<file path="config.mk">
export PLATFORM = sky130hd
export DESIGN_NAME = mc_ctrl_fsm_flat
export DESIGN_NICKNAME = d
export VERILOG_FILES = /design/src/rtl/mc_ctrl_fsm_if.sv /design/src/rtl/mc_ctrl_fsm.sv /design/src/flat_wrapper.sv
export SDC_FILE = /design/constraint.sdc
export NUM_CORES = 1
export LEC_CHECK = 0
export BUFFER_PORTS_ARGS = -buffer_cell sky130_fd_sc_hd__buf_2
export CAP_MARGIN = 20
export CORE_MARGIN = 10
export CORE_UTILIZATION = 58
export CTS_BUF_LIST = sky130_fd_sc_hd__clkbuf_2
export DETAILED_ROUTE_END_ITERATION = 10
export GPL_TIMING_DRIVEN = 1
export PLACE_DENSITY = 0.87
export REMOVE_ABC_BUFFERS = 1
export SLEW_MARGIN = 5
export SYNTH_ARGS = -nofsm -noshare
export SYNTH_HDL_FRONTEND = slang
export SYNTH_SLANG_ARGS = --single-unit
</file>
<file path="constraint.sdc">
create_clock -name clk -period 2.58 [get_ports clk]
set_input_delay 0 -clock clk [delete_from_list [all_inputs] [get_ports clk]]
set_output_delay 0 -clock clk [all_outputs]
set_load 0.03 [all_outputs]
</file>
<file path="src/rtl/mc_ctrl_fsm_if.sv">
// Control bundle between the multi-cycle sequencer and the datapath,
// memories and multi-cycle ALU.
interface mc_ctrl_fsm_if;
  logic [1:0] bc;
  logic       ct;
  logic [4:0] opcode;
  logic       imem_ready;
  logic       dmem_ready;
  logic       alu_done;
  logic       zero;
  logic       imem_req;
  logic       ir_load;
  logic       pc_write;
  logic [1:0] pc_nxt;
  logic       reg_write;
  logic       mem_read;
  logic       mem_write;
  logic       mem_reg;
  logic       alu_src;
  logic [4:0] alu_op;
  logic       alu_start;
  logic       retire;
  logic       illegal;
  logic       halted;
  logic [2:0] state;

  modport master (
    input  bc, ct, opcode,
    input  imem_ready, dmem_ready, alu_done, zero,
    output imem_req, ir_load, pc_write, pc_nxt,
    output reg_write, mem_read, mem_write, mem_reg,
    output alu_src, alu_op, alu_start,
    output retire, illegal, halted, state
  );

  modport slave (
    output bc, ct, opcode,
    output imem_ready, dmem_ready, alu_done, zero,
    input  imem_req, ir_load, pc_write, pc_nxt,
    input  reg_write, mem_read, mem_write, mem_reg,
    input  alu_src, alu_op, alu_start,
    input  retire, illegal, halted, state
  );
endinterface

</file>
<file path="src/rtl/mc_ctrl_fsm.sv">
// Multi-cycle fetch/decode/execute/memory/writeback sequencer with
// per-state wait watchdog, trap and sticky halt.
module mc_ctrl_fsm #(
  parameter int WAIT_MAX = 255,
  parameter int TW       = 8
) (
  input  logic          clk,
  input  logic          rst,
  mc_ctrl_fsm_if.master bus
);

  typedef enum logic [2:0] {
    S_FETCH    = 3'd0,
    S_DECODE   = 3'd1,
    S_EXEC     = 3'd2,
    S_ALU_WAIT = 3'd3,
    S_MEM      = 3'd4,
    S_WB       = 3'd5,
    S_HALT     = 3'd6,
    S_TRAP     = 3'd7
  } state_t;

  state_t        r_state;
  state_t        w_nxt;
  logic [1:0]    r_bc;
  logic          r_ct;
  logic [4:0]    r_op;
  logic [TW-1:0] r_cnt;

  logic       w_ill;
  logic       w_multi;
  logic       w_limit;
  logic       w_wait;
  logic       w_imem_req;
  logic       w_ir_load;
  logic       w_pc_write;
  logic [1:0] w_pc_nxt;
  logic       w_reg_write;
  logic       w_mem_read;
  logic       w_mem_write;
  logic       w_mem_reg;
  logic       w_alu_src;
  logic [4:0] w_alu_op;
  logic       w_alu_start;
  logic       w_retire;
  logic       w_illegal;
  logic       w_halted;

  assign w_ill   = (bus.opcode == 5'b01101) ||
                   (bus.opcode >= 5'b10011);
  assign w_multi = (r_op >= 5'b01001) &&
                   (r_op <= 5'b01100);
  // count holds cycles already spent, so the limit hits on cycle WAIT_MAX
  assign w_limit = (r_cnt >= TW'(WAIT_MAX - 1));
  assign w_wait  = (r_state == S_FETCH) ||
                   (r_state == S_MEM) ||
                   (r_state == S_ALU_WAIT);

  always_ff @(posedge clk or posedge rst) begin
    if (rst) begin
      r_state <= S_FETCH;
      r_bc    <= '0;
      r_ct    <= 1'b0;
      r_op    <= '0;
      r_cnt   <= '0;
    end else begin
      r_state <= w_nxt;
      if (r_state == S_DECODE) begin
        r_bc <= bus.bc;
        r_ct <= bus.ct;
        r_op <= bus.opcode;
      end
      if (w_wait && (w_nxt == r_state))
        r_cnt <= r_cnt + 1'b1;
      else
        r_cnt <= '0;
    end
  end

  always_comb begin
    w_nxt       = r_state;
    w_imem_req  = 1'b0;
    w_ir_load   = 1'b0;
    w_pc_write  = 1'b0;
    w_pc_nxt    = 2'b00;
    w_reg_write = 1'b0;
    w_mem_read  = 1'b0;
    w_mem_write = 1'b0;
    w_mem_reg   = 1'b0;
    w_alu_src   = 1'b0;
    w_alu_op    = 5'b00000;
    w_alu_start = 1'b0;
    w_retire    = 1'b0;
    w_illegal   = 1'b0;
    w_halted    = 1'b0;
    unique case (r_state)
      S_FETCH: begin
        w_imem_req = 1'b1;
        if (bus.imem_ready) begin
          w_ir_load  = 1'b1;
          w_pc_write = 1'b1;
          w_nxt      = S_DECODE;
        end else if (w_limit) begin
          w_nxt = S_TRAP;
        end
      end
      S_DECODE: begin
        unique case (1'b1)
          (bus.bc == 2'b11):
            w_nxt = S_HALT;
          (bus.bc == 2'b00) && w_ill:
            w_nxt = S_TRAP;
          default:
            w_nxt = S_EXEC;
        endcase
      end
      S_EXEC: begin
        unique case (r_bc)
          2'b00: begin
            w_alu_op = r_op;
            if (w_multi) begin
              w_alu_start = 1'b1;
              w_nxt       = S_ALU_WAIT;
            end else begin
              w_nxt = S_WB;
            end
          end
          2'b01: begin
            w_alu_src = 1'b1;
            w_alu_op  = 5'b00001;
            w_nxt     = S_MEM;
          end
          2'b10: begin
            if (!r_ct) begin
              w_alu_op   = 5'b00010;
              w_pc_write = bus.zero;
              w_pc_nxt   = {1'b0, bus.zero};
            end else begin
              w_pc_write = 1'b1;
              w_pc_nxt   = 2'b10;
            end
            w_retire = 1'b1;
            w_nxt    = S_FETCH;
          end
          default: w_nxt = S_FETCH;
        endcase
      end
      S_ALU_WAIT: begin
        w_alu_op = r_op;
        if (bus.alu_done)
          w_nxt = S_WB;
        else if (w_limit)
          w_nxt = S_TRAP;
      end
      S_MEM: begin
        w_mem_write = r_ct;
        w_mem_read  = !r_ct;
        if (bus.dmem_ready) begin
          w_retire = r_ct;
          w_nxt    = r_ct ? S_FETCH : S_WB;
        end else if (w_limit) begin
          w_nxt = S_TRAP;
        end
      end
      S_WB: begin
        w_reg_write = 1'b1;
        w_retire    = 1'b1;
        w_mem_reg   = (r_bc == 2'b01) && !r_ct;
        w_nxt       = S_FETCH;
      end
      S_HALT: w_halted = 1'b1;
      S_TRAP: begin
        w_illegal  = 1'b1;
        w_pc_write = 1'b1;
        w_pc_nxt   = 2'b11;
        w_nxt      = S_FETCH;
      end
    endcase
  end

  // reset must silence even the input-dependent strobes
  assign bus.imem_req  = w_imem_req  & ~rst;
  assign bus.ir_load   = w_ir_load   & ~rst;
  assign bus.pc_write  = w_pc_write  & ~rst;
  assign bus.pc_nxt    = w_pc_nxt    & {2{~rst}};
  assign bus.reg_write = w_reg_write & ~rst;
  assign bus.mem_read  = w_mem_read  & ~rst;
  assign bus.mem_write = w_mem_write & ~rst;
  assign bus.mem_reg   = w_mem_reg   & ~rst;
  assign bus.alu_src   = w_alu_src   & ~rst;
  assign bus.alu_op    = w_alu_op    & {5{~rst}};
  assign bus.alu_start = w_alu_start & ~rst;
  assign bus.retire    = w_retire    & ~rst;
  assign bus.illegal   = w_illegal   & ~rst;
  assign bus.halted    = w_halted    & ~rst;
  assign bus.state     = r_state;

endmodule

</file>
<file path="src/flat_wrapper.sv">
// flat-port wrapper written by rule: the top's interface ports become plain ports
module mc_ctrl_fsm_flat 
#(
  parameter int WAIT_MAX = 255,
  parameter int TW       = 8
)
  (clk, rst, bus_bc, bus_ct, bus_opcode, bus_imem_ready, bus_dmem_ready, bus_alu_done, bus_zero, bus_imem_req, bus_ir_load, bus_pc_write, bus_pc_nxt, bus_reg_write, bus_mem_read, bus_mem_write, bus_mem_reg, bus_alu_src, bus_alu_op, bus_alu_start, bus_retire, bus_illegal, bus_halted, bus_state);
  mc_ctrl_fsm_if bus_i ();
  input  logic clk;
  input  logic rst;
  input wire logic [$bits(bus_i.bc)-1:0] bus_bc;
  input wire logic [$bits(bus_i.ct)-1:0] bus_ct;
  input wire logic [$bits(bus_i.opcode)-1:0] bus_opcode;
  input wire logic [$bits(bus_i.imem_ready)-1:0] bus_imem_ready;
  input wire logic [$bits(bus_i.dmem_ready)-1:0] bus_dmem_ready;
  input wire logic [$bits(bus_i.alu_done)-1:0] bus_alu_done;
  input wire logic [$bits(bus_i.zero)-1:0] bus_zero;
  output wire logic [$bits(bus_i.imem_req)-1:0] bus_imem_req;
  output wire logic [$bits(bus_i.ir_load)-1:0] bus_ir_load;
  output wire logic [$bits(bus_i.pc_write)-1:0] bus_pc_write;
  output wire logic [$bits(bus_i.pc_nxt)-1:0] bus_pc_nxt;
  output wire logic [$bits(bus_i.reg_write)-1:0] bus_reg_write;
  output wire logic [$bits(bus_i.mem_read)-1:0] bus_mem_read;
  output wire logic [$bits(bus_i.mem_write)-1:0] bus_mem_write;
  output wire logic [$bits(bus_i.mem_reg)-1:0] bus_mem_reg;
  output wire logic [$bits(bus_i.alu_src)-1:0] bus_alu_src;
  output wire logic [$bits(bus_i.alu_op)-1:0] bus_alu_op;
  output wire logic [$bits(bus_i.alu_start)-1:0] bus_alu_start;
  output wire logic [$bits(bus_i.retire)-1:0] bus_retire;
  output wire logic [$bits(bus_i.illegal)-1:0] bus_illegal;
  output wire logic [$bits(bus_i.halted)-1:0] bus_halted;
  output wire logic [$bits(bus_i.state)-1:0] bus_state;
  assign bus_i.bc = bus_bc;
  assign bus_i.ct = bus_ct;
  assign bus_i.opcode = bus_opcode;
  assign bus_i.imem_ready = bus_imem_ready;
  assign bus_i.dmem_ready = bus_dmem_ready;
  assign bus_i.alu_done = bus_alu_done;
  assign bus_i.zero = bus_zero;
  assign bus_imem_req = bus_i.imem_req;
  assign bus_ir_load = bus_i.ir_load;
  assign bus_pc_write = bus_i.pc_write;
  assign bus_pc_nxt = bus_i.pc_nxt;
  assign bus_reg_write = bus_i.reg_write;
  assign bus_mem_read = bus_i.mem_read;
  assign bus_mem_write = bus_i.mem_write;
  assign bus_mem_reg = bus_i.mem_reg;
  assign bus_alu_src = bus_i.alu_src;
  assign bus_alu_op = bus_i.alu_op;
  assign bus_alu_start = bus_i.alu_start;
  assign bus_retire = bus_i.retire;
  assign bus_illegal = bus_i.illegal;
  assign bus_halted = bus_i.halted;
  assign bus_state = bus_i.state;
  mc_ctrl_fsm #(.WAIT_MAX(WAIT_MAX), .TW(TW)) u_core (.clk(clk), .rst(rst), .bus(bus_i));
endmodule
</file>
==> results of run 1 <==
per-layer routing:
metal  vias up  share of wire, %  wire [um]
met1       641                39       1420
met3         4                11        411
met4         0              0.85         31
met2        69                49       1790
met5         -                 0          0
li1        627                 -          -
sequential cells by signal, summed over array words and instances, names as in the netlist:
register	count
u_core.r_ct	1
u_core.r_op	5
u_core.bus.state	3
u_core.r_cnt	8
u_core.r_bc	2
timing repair:
item                                    CTS  global route
hold buffers                              9             0
endpoints found under the hold margin    27             0
endpoints found under the setup margin    0             0
cells in the mapped netlist, drive strengths merged (2+ instances only):
cell and number:
buf 3, nand3 8, or3 3, nor2 22
dfrtp 19, and2 3, nor4 4, and3 2
ha 2, nand2b 5, o211ai 2, inv 5
xnor2 5, mux2 7, clkbuf 3, a21oi 5
nor3 7, o21ai 5, nand2 18, o22ai 3
nand4 2, nand3b 2
area by class of cell:
| cell class | instances | area (um^2) |
|---|---|---|
| multi-input combinational | 123 | 781 |
| fill | 170 | 567 |
| sequential | 19 | 475 |
| timing repair buffer | 45 | 273 |
| tap | 28 | 35.0 |
| clock buffer | 4 | 20.0 |
| inverter | 5 | 18.8 |
how the worst min path moves through the flow:
stage | cells past startpoint | start | slack (ns) | end
CTS | 4 | bus_imem_ready | 0.12 | u_core.bus.state[2]
floorplan | 1 | rst | -0.02 | u_core.bus.state[0]
global placement | 3 | rst | 0.21 | u_core.r_ct
finish | 4 | bus_imem_ready | 0.13 | u_core.bus.state[2]
detailed placement | 3 | rst | 0.23 | u_core.bus.state[0]
global route | 4 | bus_imem_ready | 0.13 | u_core.bus.state[2]
metrics by stage:
| stage | cell area [um^2] | cells | hold slack, ns |
|---|---|---|---|
| 6_report | 1600 | 224 | 0.129 |
| 5_1_grt | 1600 | 224 | 0.131 |
| 3_3_place_gp | 1490 | 211 | 0.208 |
| 2_1_floorplan | 1270 | 147 | -0.0234 |
| 4_1_cts | 1600 | 224 | 0.122 |
| 3_5_place_dp | 1490 | 211 | 0.233 |
kinds of logic (layout without fill, tap and decap cells):
logic type                 after synthesis  in the layout  share of synthesized area [%]
and+or+nand+nor                         84             84                           33.6
buffers and inverters                   11             54                           3.46
adders and majority gates                2              2                           1.92
muxes                                    7              7                           6.06
xor gates and xnor gates                 6              6                           4.04
AOI/OAI and AO/OA                       24             24                           14.4
DFF                                     19             19                           36.5
power by group through the flow:
| stage | Sequential (mW) | Clock, mW | Combinational, mW |
|---|---|---|---|
| 6_report | 0.564 | 0.128 | 0.762 |
| 5_1_grt | 0.582 | 0.149 | 0.830 |
| 4_1_cts | 0.556 | 0.129 | 0.753 |
| 3_5_place_dp | 0.563 | 0 | 0.739 |
| 3_3_place_gp | 0.549 | 0 | 0.710 |
| 2_1_floorplan | 0.553 | 0 | 0.531 |
worst register-to-register path: cells and delay by family, from the launching register on:
kind          cells  cell delay [ns]
simple gates      2             0.84
mux               1             0.42
flops             1             0.58
==> results.sh, run 1 <==
export IMPL_status="complete, no violations"
export IMPL_synth_area_leader_cell="dfrtp_1"
export IMPL_h_tree_depth=1
export IMPL_wire_per_inst_um=16.3
export IMPL_synth_edff_count=0
export IMPL_final_util_pct=73.9
export IMPL_io_pins=36
export IMPL_slew_headroom_pct=54.4
export IMPL_ys_warn_count=0
export IMPL_ys_flop_type="dfrtp_1"
export IMPL_post_cts_buffers=0
export IMPL_layout_common_cells="buf_2, nor2_1, dfrtp_1, nand2_1, dlygate4sd3_1"
export IMPL_p_switching_mw=0.723
export IMPL_ctsResizeCount=0
export IMPL_die_h_um=67.4
export IMPL_clk_pin_slew_ns=0.17
export IMPL_avgSynthCellArea_um2=8.50
export IMPL_path_buf_inv=1
export IMPL_fin_tns_setup_ns=0
export IMPL_critPathLaunch="u_core.bus.state[2]"
export IMPL_grt_pass1_vias=1297
export IMPL_crit_path_end="bus_pc_write"
export IMPL_finalNetCount=213
export IMPL_drt_iter0_drc=136
export IMPL_vias=1341
export IMPL_synth_top_cell_area_share_pct=36.5
export IMPL_synthTopCellsByArea="dfrtp_1, nor2_1, mux2_2, nand2_1, xnor2_1"
export IMPL_clkLatencyLatePin_ns=0.30
export IMPL_power_internal_mw=0.731
export IMPL_area_delta_synth_final_pct=23.2
export IMPL_cts_root_buf="clkbuf_2"
export IMPL_rrSetupSlack_ns=0.65
export IMPL_finalClockSkew_ns=0.00984
export IMPL_grt_overflow_total=0
export IMPL_drv_cap=0
export IMPL_power_density_nw_per_um2=907
export IMPL_cp_depth=6
export IMPL_coreArea_um2=2170
export IMPL_portBuffers=35
export IMPL_rows=17
export IMPL_cp_top_family="simple AND/OR/NAND/NOR gates"
export IMPL_crit_chain="nand2b_1, or3_1, o22ai_1, nand2_1, a21oi_1, buf_2"
export IMPL_power_total_mw=1.45
export IMPL_path_class="flop to output port"
export IMPL_numCtsBuffers=3
export IMPL_use_met2_pct=28.0
export IMPL_r2r_cells=3
export IMPL_setup_violations_final=0
export IMPL_design_die_area_um2=4540
export IMPL_hp_class="input port to flop"
export IMPL_setup_ws_ns=0.389
export IMPL_clkSinkCount=19
export IMPL_drive_gt1_share_pct=27.0
export IMPL_synth_seq_cells=19
export IMPL_grt_busiest_layer="met2"
export IMPL_grt_pass1_wl_mm=5.98
export IMPL_rsz0062_at_grt="false"
export IMPL_first_pass_iters=4
export IMPL_worstPathRequired_ns=2.58
export IMPL_end_kind="output port"
export IMPL_period_share_pct=84.9
export IMPL_ant_nets=0
export IMPL_n_antenna_cell=0
export IMPL_grt_util_met3_pct=5.95
export IMPL_die_w_um=67.4
export IMPL_tritoncts="built"
export IMPL_dpl_worst_slack_ns=0.687
export IMPL_cp_slowest_cell="dfrtp_1"
export IMPL_grt_max_degree=20
export IMPL_r2r_start="u_core.bus.state[2]"
export IMPL_leakagePower_nw=0.741
export IMPL_crit_arrival_ns=2.19
export IMPL_use_met1_pct=18.6
export IMPL_antenna_found_initial=0
export IMPL_async_flop_share_pct=100
export IMPL_final_hold_viol_count=0
export IMPL_wirelength_mm=3.65
export IMPL_viasPerCell=5.99
export IMPL_ir_worst_vdd_mv=0.703
export IMPL_synth_cell_types=43
export IMPL_path_max_fanout=16
export IMPL_track_usage_pct=16.4
export IMPL_p_clk_share_pct=8.8
export IMPL_power_frac_comb_pct=52.4
export IMPL_slew_viol_final=0
export IMPL_syn_area_um2=1300
export IMPL_cts_path_max_buffers=2
export IMPL_r2r_end="u_core.r_op[2]"
export IMPL_hpwl_mm=2.75
export IMPL_worst_slew_pin_slew_ns=0.682
export IMPL_critPathLaunchType="flop"
export IMPL_min_period_ns=2.19
export IMPL_power_frac_seq_pct=38.8
export IMPL_p_sw_share_pct=49.7
export IMPL_synth_seq_area_share_pct=36.5
export IMPL_fmax_ghz=0.456
export IMPL_layout_commonest_cell="buf_2"
export IMPL_critPathMaxStageDelay_ns=0.58
export IMPL_start_util_pct=60.0
export IMPL_syn_inst=153
export IMPL_gp_congestion=0.875
export IMPL_drcViolationCount=0
(Power assumes the default switching activity.)
==> run 2: changes to the inputs <==
Settings changed: CORE_UTILIZATION 58 to 54, PLACE_DENSITY 0.87 to 0.82.
Clock period 2.58 ns to 2.3 ns, I/O delays scaled along.
==> run 2 against run 1 <==
Setup slack lost 0.26 ns. Largest power group unchanged. Core utilization shrank 2.1 points. Clock skew shrank 0.0074 ns. Cell count grew 0.45%. Clock-buffer cell count is the same. Combinational power grew 12%. Via count shrank 1.4%. Cell area grew 1.0%. Sequential power grew 15%. Sequential cell count is the same.
==> results.sh, run 2 (synthesis results as in run 1) <==
export IMPL_status="complete, no violations"
export IMPL_final_hold_viol_count=0
export IMPL_ant_nets=0
export IMPL_die_w_um=69.1
export IMPL_finalNetCount=214
export IMPL_critPathLaunch="u_core.bus.state[2]"
export IMPL_slew_headroom_pct=62.3
export IMPL_wirelength_mm=3.77
export IMPL_finalClockSkew_ns=0.00248
export IMPL_hpwl_mm=2.69
export IMPL_layout_common_cells="buf_2, nor2_1, nand2_1, dfrtp_1, dlygate4sd3_1"
export IMPL_cts_root_buf="clkbuf_2"
export IMPL_cp_top_family="simple AND/OR/NAND/NOR gates"
export IMPL_cts_path_max_buffers=2
export IMPL_largest_register_ff_count=8
export IMPL_viasPerCell=5.88
export IMPL_layoutNonFillerInstCount=225
export IMPL_hold_ws_ns=0.0785
export IMPL_grt_pass1_wl_mm=6.26
export IMPL_gp_congestion=0.806
export IMPL_crit_chain="nand2b_1, or3_1, o22ai_1, nand2_1, a21oi_1, buf_2"
export IMPL_rows=17
export IMPL_coreArea_um2=2250
export IMPL_critPathMaxStageDelay_ns=0.55
export IMPL_drt_iter0_drc=131
export IMPL_h_tree_depth=1
export IMPL_die_h_um=69.1
export IMPL_clk_pin_slew_ns=0.18
export IMPL_cp_slowest_cell="dfrtp_2"
export IMPL_tritoncts="built"
export IMPL_area_delta_synth_final_pct=24.4
export IMPL_holdPathStages=4
export IMPL_slew_viol_final=0
export IMPL_place_inst=212
export IMPL_worstPathRequired_ns=2.30
export IMPL_numCtsBuffers=3
export IMPL_path_buf_inv=1
export IMPL_stdcell_area_um2=1620
export IMPL_setup_violations_final=0
export IMPL_wire_per_inst_um=16.7
export IMPL_hp_class="input port to flop"
export IMPL_post_dp_cell_area_um2=1500
export IMPL_r2r_start="u_core.bus.state[0]"
export IMPL_cp_depth=6
export IMPL_dpl_worst_slack_ns=0.451
export IMPL_post_cts_buffers=0
export IMPL_drcViolationCount=0
export IMPL_period_share_pct=94.2
export IMPL_worst_slew_pin_slew_ns=0.561
export IMPL_drv_cap=0
export IMPL_grt_overflow_total=0
export IMPL_fill_cells=180
export IMPL_layout_commonest_cell="buf_2"
export IMPL_vias=1322
export IMPL_n_antenna_cell=0
export IMPL_clkSinkCount=19
export IMPL_leakagePower_nw=0.745
export IMPL_grt_max_degree=17
export IMPL_portBuffers=35
export IMPL_drive_gt1_share_pct=28.9
export IMPL_critPathLaunchType="flop"
export IMPL_final_util_pct=71.8
export IMPL_antenna_found_initial=0
export IMPL_crit_path_end="bus_pc_write"
export IMPL_track_usage_pct=14.6
export IMPL_rrSetupSlack_ns=0.45
export IMPL_power_density_nw_per_um2=1020
export IMPL_path_max_fanout=16
export IMPL_crit_arrival_ns=2.17
export IMPL_fmax_ghz=0.461
export IMPL_ir_worst_vdd_mv=0.788
export IMPL_clkLatencyLatePin_ns=0.32
export IMPL_r2r_cells=3
export IMPL_r2r_end="u_core.r_cnt[1]"
export IMPL_setup_ws_ns=0.133
export IMPL_design_die_area_um2=4770
export IMPL_grt_pass1_vias=1347
export IMPL_first_pass_iters=4
export IMPL_end_kind="output port"
export IMPL_path_class="flop to output port"
export IMPL_start_util_pct=57.7
export IMPL_io_pins=36
export IMPL_top_register="u_core.r_cnt"
export IMPL_min_period_ns=2.17
[run 2: cell count changes in the layout (fill, tap and decap cells not counted), sizes merged]
cell / previous run / this run
buf: 36 / 37
[run 2: worst min path at each step]
stage / start / to / slack, ns
final: bus_alu_done / u_core.bus.state[1] / 0.08
after global routing: bus_imem_ready / u_core.bus.state[2] / 0.09
after CTS: bus_alu_done / u_core.bus.state[1] / 0.07
after detailed placement: rst / u_core.r_bc[0] / 0.11
after global placement: rst / u_core.r_bc[1] / 0.09
after floorplan: rst / u_core.bus.state[0] / -0.02
[run 2: where the power goes]
part           internal (mW)  switching [mW]  total [mW]  leakage [nW]
logic                  0.346           0.507       0.853         0.487
clock network         0.0460           0.108       0.154        0.0166
registers              0.442           0.205       0.647         0.241
total                  0.834           0.820        1.65         0.745
[run 2: metrics by stage]
stage | power, mW | setup TNS (ns)
2_1_floorplan | 1.22 | 0
5_1_grt | 1.76 | -0.00496
3_5_place_dp | 1.47 | 0
3_3_place_gp | 1.43 | 0
4_1_cts | 1.63 | 0
6_report | 1.65 | 0
[run 2: cell type report]
type,count,area [um^2],area share [%]
inverter,5,18.8,1.16
tap,28,35.0,2.16
timing repair buffer,46,280,17.3
clock buffer,4,20.0,1.24
sequential,19,478,29.5
multi-input combinational,123,787,48.6
[run 2: layer usage]
| layer | GRT usage, % | vias up | part of all wire (%) |
|---|---|---|---|
| met5 | 0 | - | 0 |
| met4 | 4.88 | 0 | 1.5 |
| met3 | 5.42 | 10 | 10 |
| met2 | 24.3 | 65 | 50 |
| met1 | 16.6 | 610 | 38 |
| li1 | - | 637 | - |
[run 2: repair_timing]
item / in CTS / in global routing
endpoints found under the setup margin: 0 / 3
resized for setup: 0 / 3
hold buffers: 9 / 0
hold endpoints to repair: 16 / 0
[run 2: worst min-delay path: stages]
cell and delay (ns):
buf_2 0.09, nand2_1 0.08, nand3_1 0.09, o2111ai_1 0.11
